==> config.mk <==
export PLATFORM = sky130hd
export DESIGN_NAME = adc_capture_sequencer
export DESIGN_NICKNAME = d
export VERILOG_FILES = /design/src/rtl/adc_capture_sequencer.sv
export SDC_FILE = /design/constraint.sdc
export NUM_CORES = 1
export LEC_CHECK = 0
export CAP_MARGIN = 30
export CORE_MARGIN = 1
export CORE_UTILIZATION = 50
export DETAILED_ROUTE_END_ITERATION = 7
export GPL_TIMING_DRIVEN = 1
export PLACE_DENSITY = 0.78
export SYNTH_ARGS = -nofsm -noshare
export SYNTH_HDL_FRONTEND = slang
export SYNTH_SLANG_ARGS = --single-unit
==> constraint.sdc <==
create_clock -name adc_div2_clk -period 2.5 [get_ports adc_div2_clk]
set_clock_uncertainty 0.1 [all_clocks]
set_input_delay 0.25 -clock adc_div2_clk [delete_from_list [all_inputs] [get_ports adc_div2_clk]]
set_output_delay 0.25 -clock adc_div2_clk [all_outputs]
set_load 0.005 [all_outputs]
==> src/rtl/adc_capture_sequencer.sv <==
// Sequences one ADC snapshot capture into the per-channel capture BRAMs (adc_div2_clk domain).
// Strobe -> optional holdoff -> length_i+1 writes at a shared address -> sticky per-channel done flags.
module adc_capture_sequencer #(
  parameter int NCHAN        = 8,
  parameter int ADDR_BITS    = 11,
  parameter int HOLDOFF_BITS = 8
) (
  input  logic                    adc_div2_clk,
  input  logic                    rst,
  input  logic                    capture_i,
  input  logic [NCHAN-1:0]        chan_mask_i,
  input  logic [HOLDOFF_BITS-1:0] holdoff_i,
  input  logic [ADDR_BITS-1:0]    length_i,
  output logic                    busy_o,
  output logic [NCHAN-1:0]        bram_we_o,
  output logic [ADDR_BITS-1:0]    bram_addr_o,
  output logic [NCHAN-1:0]        done_o,
  output logic                    capture_ignored_o,
  output logic [1:0]              dbg_state_o
);

  localparam logic [1:0] ST_IDLE    = 2'd0;
  localparam logic [1:0] ST_HOLDOFF = 2'd1;
  localparam logic [1:0] ST_CAPTURE = 2'd2;

  localparam logic [HOLDOFF_BITS-1:0] HOLD_ONE = HOLDOFF_BITS'(1);
  localparam logic [ADDR_BITS-1:0]    ADDR_ONE = ADDR_BITS'(1);

  logic [1:0]              state_q;
  logic [NCHAN-1:0]        mask_q;
  logic [ADDR_BITS-1:0]    len_q;
  logic [HOLDOFF_BITS-1:0] hold_cnt_q;

  assign dbg_state_o = state_q;

  // capture_i is a one-cycle request with no back-pressure: it is accepted only
  // in IDLE; any request seen in HOLDOFF/CAPTURE is dropped and reported one
  // cycle later on capture_ignored_o, leaving the latched M/H/L untouched.
  always_ff @(posedge adc_div2_clk) begin
    if (rst) begin
      state_q           <= ST_IDLE;
      mask_q            <= '0;
      len_q             <= '0;
      hold_cnt_q        <= '0;
      busy_o            <= 1'b0;
      bram_we_o         <= '0;
      bram_addr_o       <= '0;
      done_o            <= '0;
      capture_ignored_o <= 1'b0;
    end else begin
      capture_ignored_o <= 1'b0;
      case (state_q)
        ST_IDLE: begin
          if (capture_i) begin
            mask_q      <= chan_mask_i;
            len_q       <= length_i;
            done_o      <= '0;
            busy_o      <= 1'b1;
            bram_addr_o <= '0;
            if (holdoff_i != '0) begin
              hold_cnt_q <= holdoff_i;
              bram_we_o  <= '0;
              state_q    <= ST_HOLDOFF;
            end else begin
              bram_we_o <= chan_mask_i;
              state_q   <= ST_CAPTURE;
            end
          end
        end

        ST_HOLDOFF: begin
          if (capture_i) capture_ignored_o <= 1'b1;
          // Counter holds the cycles remaining including this one.
          if (hold_cnt_q == HOLD_ONE) begin
            bram_we_o   <= mask_q;
            bram_addr_o <= '0;
            state_q     <= ST_CAPTURE;
          end else begin
            hold_cnt_q <= hold_cnt_q - HOLD_ONE;
          end
        end

        ST_CAPTURE: begin
          if (capture_i) capture_ignored_o <= 1'b1;
          // Compare before incrementing so a full-depth run ends at the top address without wrapping.
          if (bram_addr_o == len_q) begin
            done_o      <= mask_q;
            bram_we_o   <= '0;
            bram_addr_o <= '0;
            busy_o      <= 1'b0;
            state_q     <= ST_IDLE;
          end else begin
            bram_addr_o <= bram_addr_o + ADDR_ONE;
          end
        end

        default: begin
          bram_we_o   <= '0;
          bram_addr_o <= '0;
          busy_o      <= 1'b0;
          state_q     <= ST_IDLE;
        end
      endcase
    end
  end

endmodule

==> summary.txt <==
Status
  • Status: completed

Clock tree
  • Clk sink count: 58
  • Clock Tree Root: clkbuf_8
  • # Post-CTS Setup Buffers: 0
  • Clk buf depth: 2
  • Worst-path clk slew: 70 ps
  • TritonCTS Buffers: 9
  • Worst-Skew Late Latency: 350 ps
  • CTS tree: yes
  • CTS Hold Bufs: 0
  • Post_cts resized: 0
  • H-tree Lvls: 3

Yosys
  • Synth Area in Simple Gates: 22.90%
  • Post-synthesis xor/xnor area fraction: 5.972%
  • Largest family of logic cells by synthesized area: simple AND/OR/NAND/NOR gates
  • Mux cell area share after synthesis: 0%
  • Post-synthesis sequential area ratio: 41.67%
  • Library cells used by synthesis: 45
  • Net count after synthesis: 369
  • Post-Synth Adder-Cell Area: 2.694%
  • Mapped Avg Cell Area: 8.368 sq um
  • FF+latch count, synth: 58
  • Cell Area, Synth: 2786 sq um
  • Post-synth EDFFs: 0
  • Synth Warn #: 0
  • Mapped Cells: 333
  • Main synth FF type: dfxtp_1
  • FFs w/ async S/R, synth: 0%
  • Synth Area in Compound Gates: 21.64%

Detailed routing
  • Initial DRC count: 283
  • Vias: 2762
  • Antenna Nets Post-Route: 0
  • DR WL/cell: 16.22 um
  • # DRC: 0
  • Routed WL: 7656 um
  • Drt via density: 5.852
  • First drt pass iteration count: 5

Cells and area
  • Final Util: 70.64%
  • Share of cells above drive strength 1: 10.45%
  • Fillers: 424
  • Nets: 433
  • Number of diodes: 0
  • Area Overhead vs Synth: 32.78%

Floorplanning
  • Site Rows: 26
  • Core Footprint: 5238 sq um
  • Die width: 76.65 um
  • Die area: 5875 sq um
  • Die Y: 76.65 um
  • Initial core utilization: 53.20%
  • I/O Pins: 61

GRT
  • Vias in the first global route: 2588
  • GRT overflow: 0
  • Initial antenna violation count: 0
  • Total GRT Usage: 27.44%
  • Largest net degree at the start of global routing: 27
  • First-pass GRT wire length: 12520 um

STA
  • Final setup vio count: 0
  • Final Hold Vio Count: 0
  • Period utilisation layout: 91.47%
  • Final min period: 2287 ps
  • Worst-margin pin slew: 999.5 ps
  • Fin. max-slew vios: 0
  • Rel. slew slack: 33.22%
  • Max Clk Rate: 437.3 MHz
  • Setup TNS: 0 ps
  • RSZ-0062 raised after global routing: false

Flow run
  • # Max-Cap Violations: 0

Setup path
  • Signal arrival time at the worst endpoint: 2440 ps
  • Worst Reg-to-Reg Cells: 7
  • Critical path type: reg -> reg
  • CP Capture Type: register
  • Data required, critical path: 2660 ps
  • Crit start category: register
  • Crit path max fanout: 15

Worst hold path
  • Hold path depth: 3
  • Hold/Removal Path Class: in -> reg

Placement
  • Port Buffers: 60
  • Detailed placer's ending HPWL: 5227 um
  • Gpl congestion: 0.8451

Power and ir drop
  • LEAKAGE: 0.001345 uW
  • Pwr Density: 955.8 nW/um^2
  • Maximum VDD drop: 0.0007981 V
==> layer usage <==
layer  up-vias  GRT usage [%]  share of wire (%)
met4         0          12.69                1.7
li1       1332              -                  -
met3        14          6.667                5.6
met1      1318          35.79                 46
met2        98          42.70                 47
met5         -              0                  0
==> registers in the layout, indices dropped and copies added (netlist names) <==
signal / flops
bram_we_o: 8
done_o: 8
capture_ignored_o: 1
dbg_state_o: 2
busy_o: 1
mask_q: 8
hold_cnt_q: 8
len_q: 11
bram_addr_o: 11
==> synthesized netlist by cell type, drive strengths merged, types with 3 or more instances <==
master   n  area share, %
o21ai   11            2.0
inv     10            1.3
a211oi   3           0.81
nor4     9            2.7
nand2   64            8.6
nor3    13            2.7
xor2    15            4.7
xnor2    4            1.3
a31oi    5            1.1
nand4   13            2.9
a32o     8            2.9
dfxtp   58             42
clkbuf  15            2.0
nand3    9            1.6
nor2     6           0.90
ha       6            2.7
buf      7            1.8
a311oi  10            3.1
a21oi   42            7.5
==> power breakdown <==
part	switching, uW	total (uW)	internal, uW
logic	790	1340	547
clock network	390	948	558
registers	161	1250	1090
total	1340	3540	2200
==> cell families (layout without fill, tap and decap cells) <==
logic type / after synthesis / in the layout
AOI/OAI and AO/OA: 90 / 90
buffers and inverters: 32 / 101
DFF: 58 / 58
and+or+nand+nor: 128 / 128
xor gates and xnor gates: 19 / 19
adders and majority gates: 6 / 6
==> final timing paths <==
path	startpoint	to	slack (ps)
max reg2reg	hold_cnt_q[1]$_SDFFE_PP0P_	bram_addr_o[3]$_SDFFE_PP0P_	210
min	length_i[9]	len_q[9]$_SDFFE_PP0P_	340
min reg2reg	done_o[4]$_SDFFE_PP0P_	done_o[4]$_SDFFE_PP0P_	370
max	hold_cnt_q[1]$_SDFFE_PP0P_	bram_addr_o[3]$_SDFFE_PP0P_	210
==> final cells by class <==
cell class                      instances  area, sq um  share of cell area [%]
Inverter                               10        37.54                   1.015
Clock inverter                          7        93.84                   2.536
Clock buffer                            9        123.9                   3.348
Tap cell                               70        87.58                   2.367
Sequential cell                        58         1161                   31.38
Timing Repair Buffer                   75        713.2                   19.28
Multi-Input combinational cell        243         1483                   40.07
==> cells in the final DEF (no fill, tap or decap), drive strengths merged, types with 2 or more instances in the layout <==
master          n
ha              6
nand2b          2
clkdlybuf4s50  60
dfxtp          58
nor4            9
nand4          13
clkinvlp        2
and2            2
o21ai          11
nand2          64
buf            15
a21oi          42
a211oi          3
a311oi         10
a32o            8
inv            10
nor3b           2
xnor2           4
a31oi           5
nor2b           2
nand3           9
clkbuf          9
nor3           13
or4             2
xor2           15
clkinv          3
nor2            6
bufinv          2
==> critical path: stages (launching register included) <==
cell     delay (ps)
dfxtp_1         330
inv_1            80
ha_1            220
nor3b_1         440
o211a_1         530
nand4_1         170
xor2_1          160
nor3_1          160
==> metrics by stage <==
step           power [uW]  instance area (sq um)  setup slack [ps]  hold slack [ps]  instances
6_report             3536                   3700             213.2            342.1        472
5_1_grt              3748                   3700             99.11            353.1        472
4_1_cts              3533                   3700             254.7            335.9        472
3_5_place_dp         2583                   3482             250.5            360.5        456
3_3_place_gp         2550                   3482             324.0            353.2        456
2_1_floorplan        2146                   2786             549.4            270.5        333
Power figures use the tool's default switching activity.
==> patch (same flow settings) <==
Put one more register stage on the output `bram_addr_o`, with the module's reset. The value now appears one clock later. The other outputs are not delayed to match.
--- a/src/rtl/adc_capture_sequencer.sv
+++ b/src/rtl/adc_capture_sequencer.sv
@@ -26,6 +26,8 @@
   localparam logic [HOLDOFF_BITS-1:0] HOLD_ONE = HOLDOFF_BITS'(1);
   localparam logic [ADDR_BITS-1:0]    ADDR_ONE = ADDR_BITS'(1);
 
+  logic [ADDR_BITS-1:0] bram_addr_s0;
+
   logic [1:0]              state_q;
   logic [NCHAN-1:0]        mask_q;
   logic [ADDR_BITS-1:0]    len_q;
@@ -44,7 +46,7 @@
       hold_cnt_q        <= '0;
       busy_o            <= 1'b0;
       bram_we_o         <= '0;
-      bram_addr_o       <= '0;
+      bram_addr_s0      <= '0;
       done_o            <= '0;
       capture_ignored_o <= 1'b0;
     end else begin
@@ -56,7 +58,7 @@
             len_q       <= length_i;
             done_o      <= '0;
             busy_o      <= 1'b1;
-            bram_addr_o <= '0;
+            bram_addr_s0 <= '0;
             if (holdoff_i != '0) begin
               hold_cnt_q <= holdoff_i;
               bram_we_o  <= '0;
@@ -73,7 +75,7 @@
           // Counter holds the cycles remaining including this one.
           if (hold_cnt_q == HOLD_ONE) begin
             bram_we_o   <= mask_q;
-            bram_addr_o <= '0;
+            bram_addr_s0 <= '0;
             state_q     <= ST_CAPTURE;
           end else begin
             hold_cnt_q <= hold_cnt_q - HOLD_ONE;
@@ -83,20 +85,20 @@
         ST_CAPTURE: begin
           if (capture_i) capture_ignored_o <= 1'b1;
           // Compare before incrementing so a full-depth run ends at the top address without wrapping.
-          if (bram_addr_o == len_q) begin
+          if (bram_addr_s0 == len_q) begin
             done_o      <= mask_q;
             bram_we_o   <= '0;
-            bram_addr_o <= '0;
+            bram_addr_s0 <= '0;
             busy_o      <= 1'b0;
             state_q     <= ST_IDLE;
           end else begin
-            bram_addr_o <= bram_addr_o + ADDR_ONE;
+            bram_addr_s0 <= bram_addr_s0 + ADDR_ONE;
           end
         end
 
         default: begin
           bram_we_o   <= '0;
-          bram_addr_o <= '0;
+          bram_addr_s0 <= '0;
           busy_o      <= 1'b0;
           state_q     <= ST_IDLE;
         end
@@ -104,5 +106,13 @@
     end
   end
 
+  always_ff @(posedge adc_div2_clk) begin
+    if (rst) begin
+      bram_addr_o <= '0;
+    end else begin
+      bram_addr_o <= bram_addr_s0;
+    end
+  end
+
 endmodule
 
Check against the original RTL: not equivalent (Yosys sat finds a counterexample within 4 cycles, from zero or initial values and one cycle with rst high).
==> patch against the original RTL <==
Non-clock buffer count grew 4. Area after synthesis grew 14%. Routed wire length grew 6.7%. Cell area grew 11%. Sequential cell count grew 11. First-iteration DRC count shrank 38%. Power grew 17%. Count of clock-buffer cells in the layout grew 2. Sequential share of layout area grew 2.1 points. Setup slack lost 0.082 ns.
==> patch: results (changes against the original RTL) <==
Drt
  – DR vias: 3022 (+9.4%)
  – WL/cell: 15.6 um (-3.7%)
  – Met2 WL: 4.04 mm (+13%)
  – DR WL met3: 544 um (+27%)
  – Wl on met1: 3.46 mm (-2.0%)
  – Initial DRC Count: 176 (-38%)
  – DR vias/cell: 5.78 (-1.3%)

Synthesis
  – Main area contributors after synthesis: dfxtp_1 44%, a21oi_1 8.4%, nand2_1 8.3%, a211oi_2 3.2%, o21ai_0 3.0%
  – Multiplexer area fraction after synthesis: 0.316% (+0.32 points)
  – Adder-cell area share of the yosys netlist: 2.37% (-0.32 points)
  – Xor-xnor portion of the synthesized cell area: 3.04% (-2.9 points)
  – Cells after Synth: 376 (+13%)
  – Syn Nets: 412 (+12%)
  – Async SR Flop Fraction: 0% (unchanged)
  – Post-synthesis sequential area ratio: 43.6% (+2.0 points)
  – Distinct cell type count after synthesis: 42 (-6.7%)
  – Post-synth top cells: 70 x nand2_1, 69 x dfxtp_1, 53 x a21oi_1

Place
  – DP Area: 3890 um^2 (+12%)
  – Placed cell count: 507 (+11%)
  – Worst slack, placed: 0.181 ns (-0.0693 ns)
  – DP HPWL: 5.69 mm (+8.9%)

Setup path
  – R2R cell count: 6 (-1)
  – Crit path to: done_o[1]
  – Crit path DAT: 2.48 ns (+0.04 ns)
  – CP max FO: 11 (-4)
  – Largest stage delay, worst path: 0.57 ns (+0.04 ns)
  – R2R Setup Slk: 0.13 ns (-0.08 ns)
  – Setup crit start: bram_addr_s0[6]
  – Critical-path top delay cell: or4_4

Finish
  – Layout cell share with drive strength beyond 1: 12.1% (+1.6 points)
  – Largest registers: bram_addr_o: 11 flops, bram_addr_s0: 11 flops, len_q: 11 flops
  – Filler cells: 503 (+19%)
  – Nets: 479 (+11%)

Power
  – Leak: 0.00149 uW (+11%)
  – Worst vdd ir: 587 uV (-26%)

Global routing
  – Global-route wire length before repair: 13.0 mm (+3.4%)
  – Pin count of the biggest net entering global routing: 39 (+44%)
  – Vias in the first global route: 2779 (+7.4%)
  – GRT Total Usage: 26.2% (-1.2 points)

Timing
  – Max Fclk: 422 MHz (-3.5%)
  – Least-Margin Pin Slew: 0.716 ns (-0.283 ns)

Status
  – Status: finished clean

CTS
  – Clock root cell: clkbuf_8
patch: cell types whose count changed after synthesis, moves of 8 or more:
cell | before | now
nand4_1 | 13 | 0
nor2b_1 | 2 | 13
a21oi_1 | 42 | 53
o21ai_0 | 11 | 19
a211oi_2 | 0 | 8
dfxtp_1 | 58 | 69
a32o_1 | 8 | 0
a311oi_1 | 10 | 0
or4_1 | 2 | 12
patch: worst max-delay path, delay by kind of cell, from the launching register on:
kind	cells	cell delay, ns
AO/OA/AOI/OAI	3	0.75
XOR/XNOR	1	0.13
buffers and inverters	1	0.24
flip-flops	1	0.44
AND/OR/NAND/NOR	1	0.57
patch: routing by layer:
| layer | global-route usage (%) | vias to the layer above |
|---|---|---|
| met1 | 32.3 | 1420 |
| met2 | 43.6 | 114 |
| met4 | 9.47 | 0 |
| li1 | - | 1472 |
| met3 | 7.22 | 16 |
| met5 | 0 | - |
patch: how the worst min path moves through the flow:
stage	start	end	slack [ns]	depth (start not counted)
final	length_i[1]	len_q[1]	0.35	3
after global routing	length_i[2]	len_q[2]	0.36	3
after CTS	rst	bram_addr_o[3]	0.34	2
after detailed placement	len_q[6]	len_q[6]	0.36	2
after global placement	len_q[0]	len_q[0]	0.36	2
after floorplan	capture_i	capture_ignored_o	0.27	2
patch: final cells by class:
| class | count | area, um^2 | area share (%) |
|---|---|---|---|
| flip-flops and latches | 69 | 1380 | 33.5 |
| clock inverters | 5 | 82.6 | 2.00 |
| well taps | 75 | 93.8 | 2.28 |
| clock buffers | 11 | 151 | 3.67 |
| inverters | 6 | 22.5 | 0.546 |
| multi-input cells | 278 | 1650 | 40.1 |
| repair buffers | 79 | 738 | 17.9 |
patch: power breakdown:
group          switching [uW]  internal, uW  total, uW
registers                 151          1270       1420
logic                     969           694       1660
clock network             426           615       1040
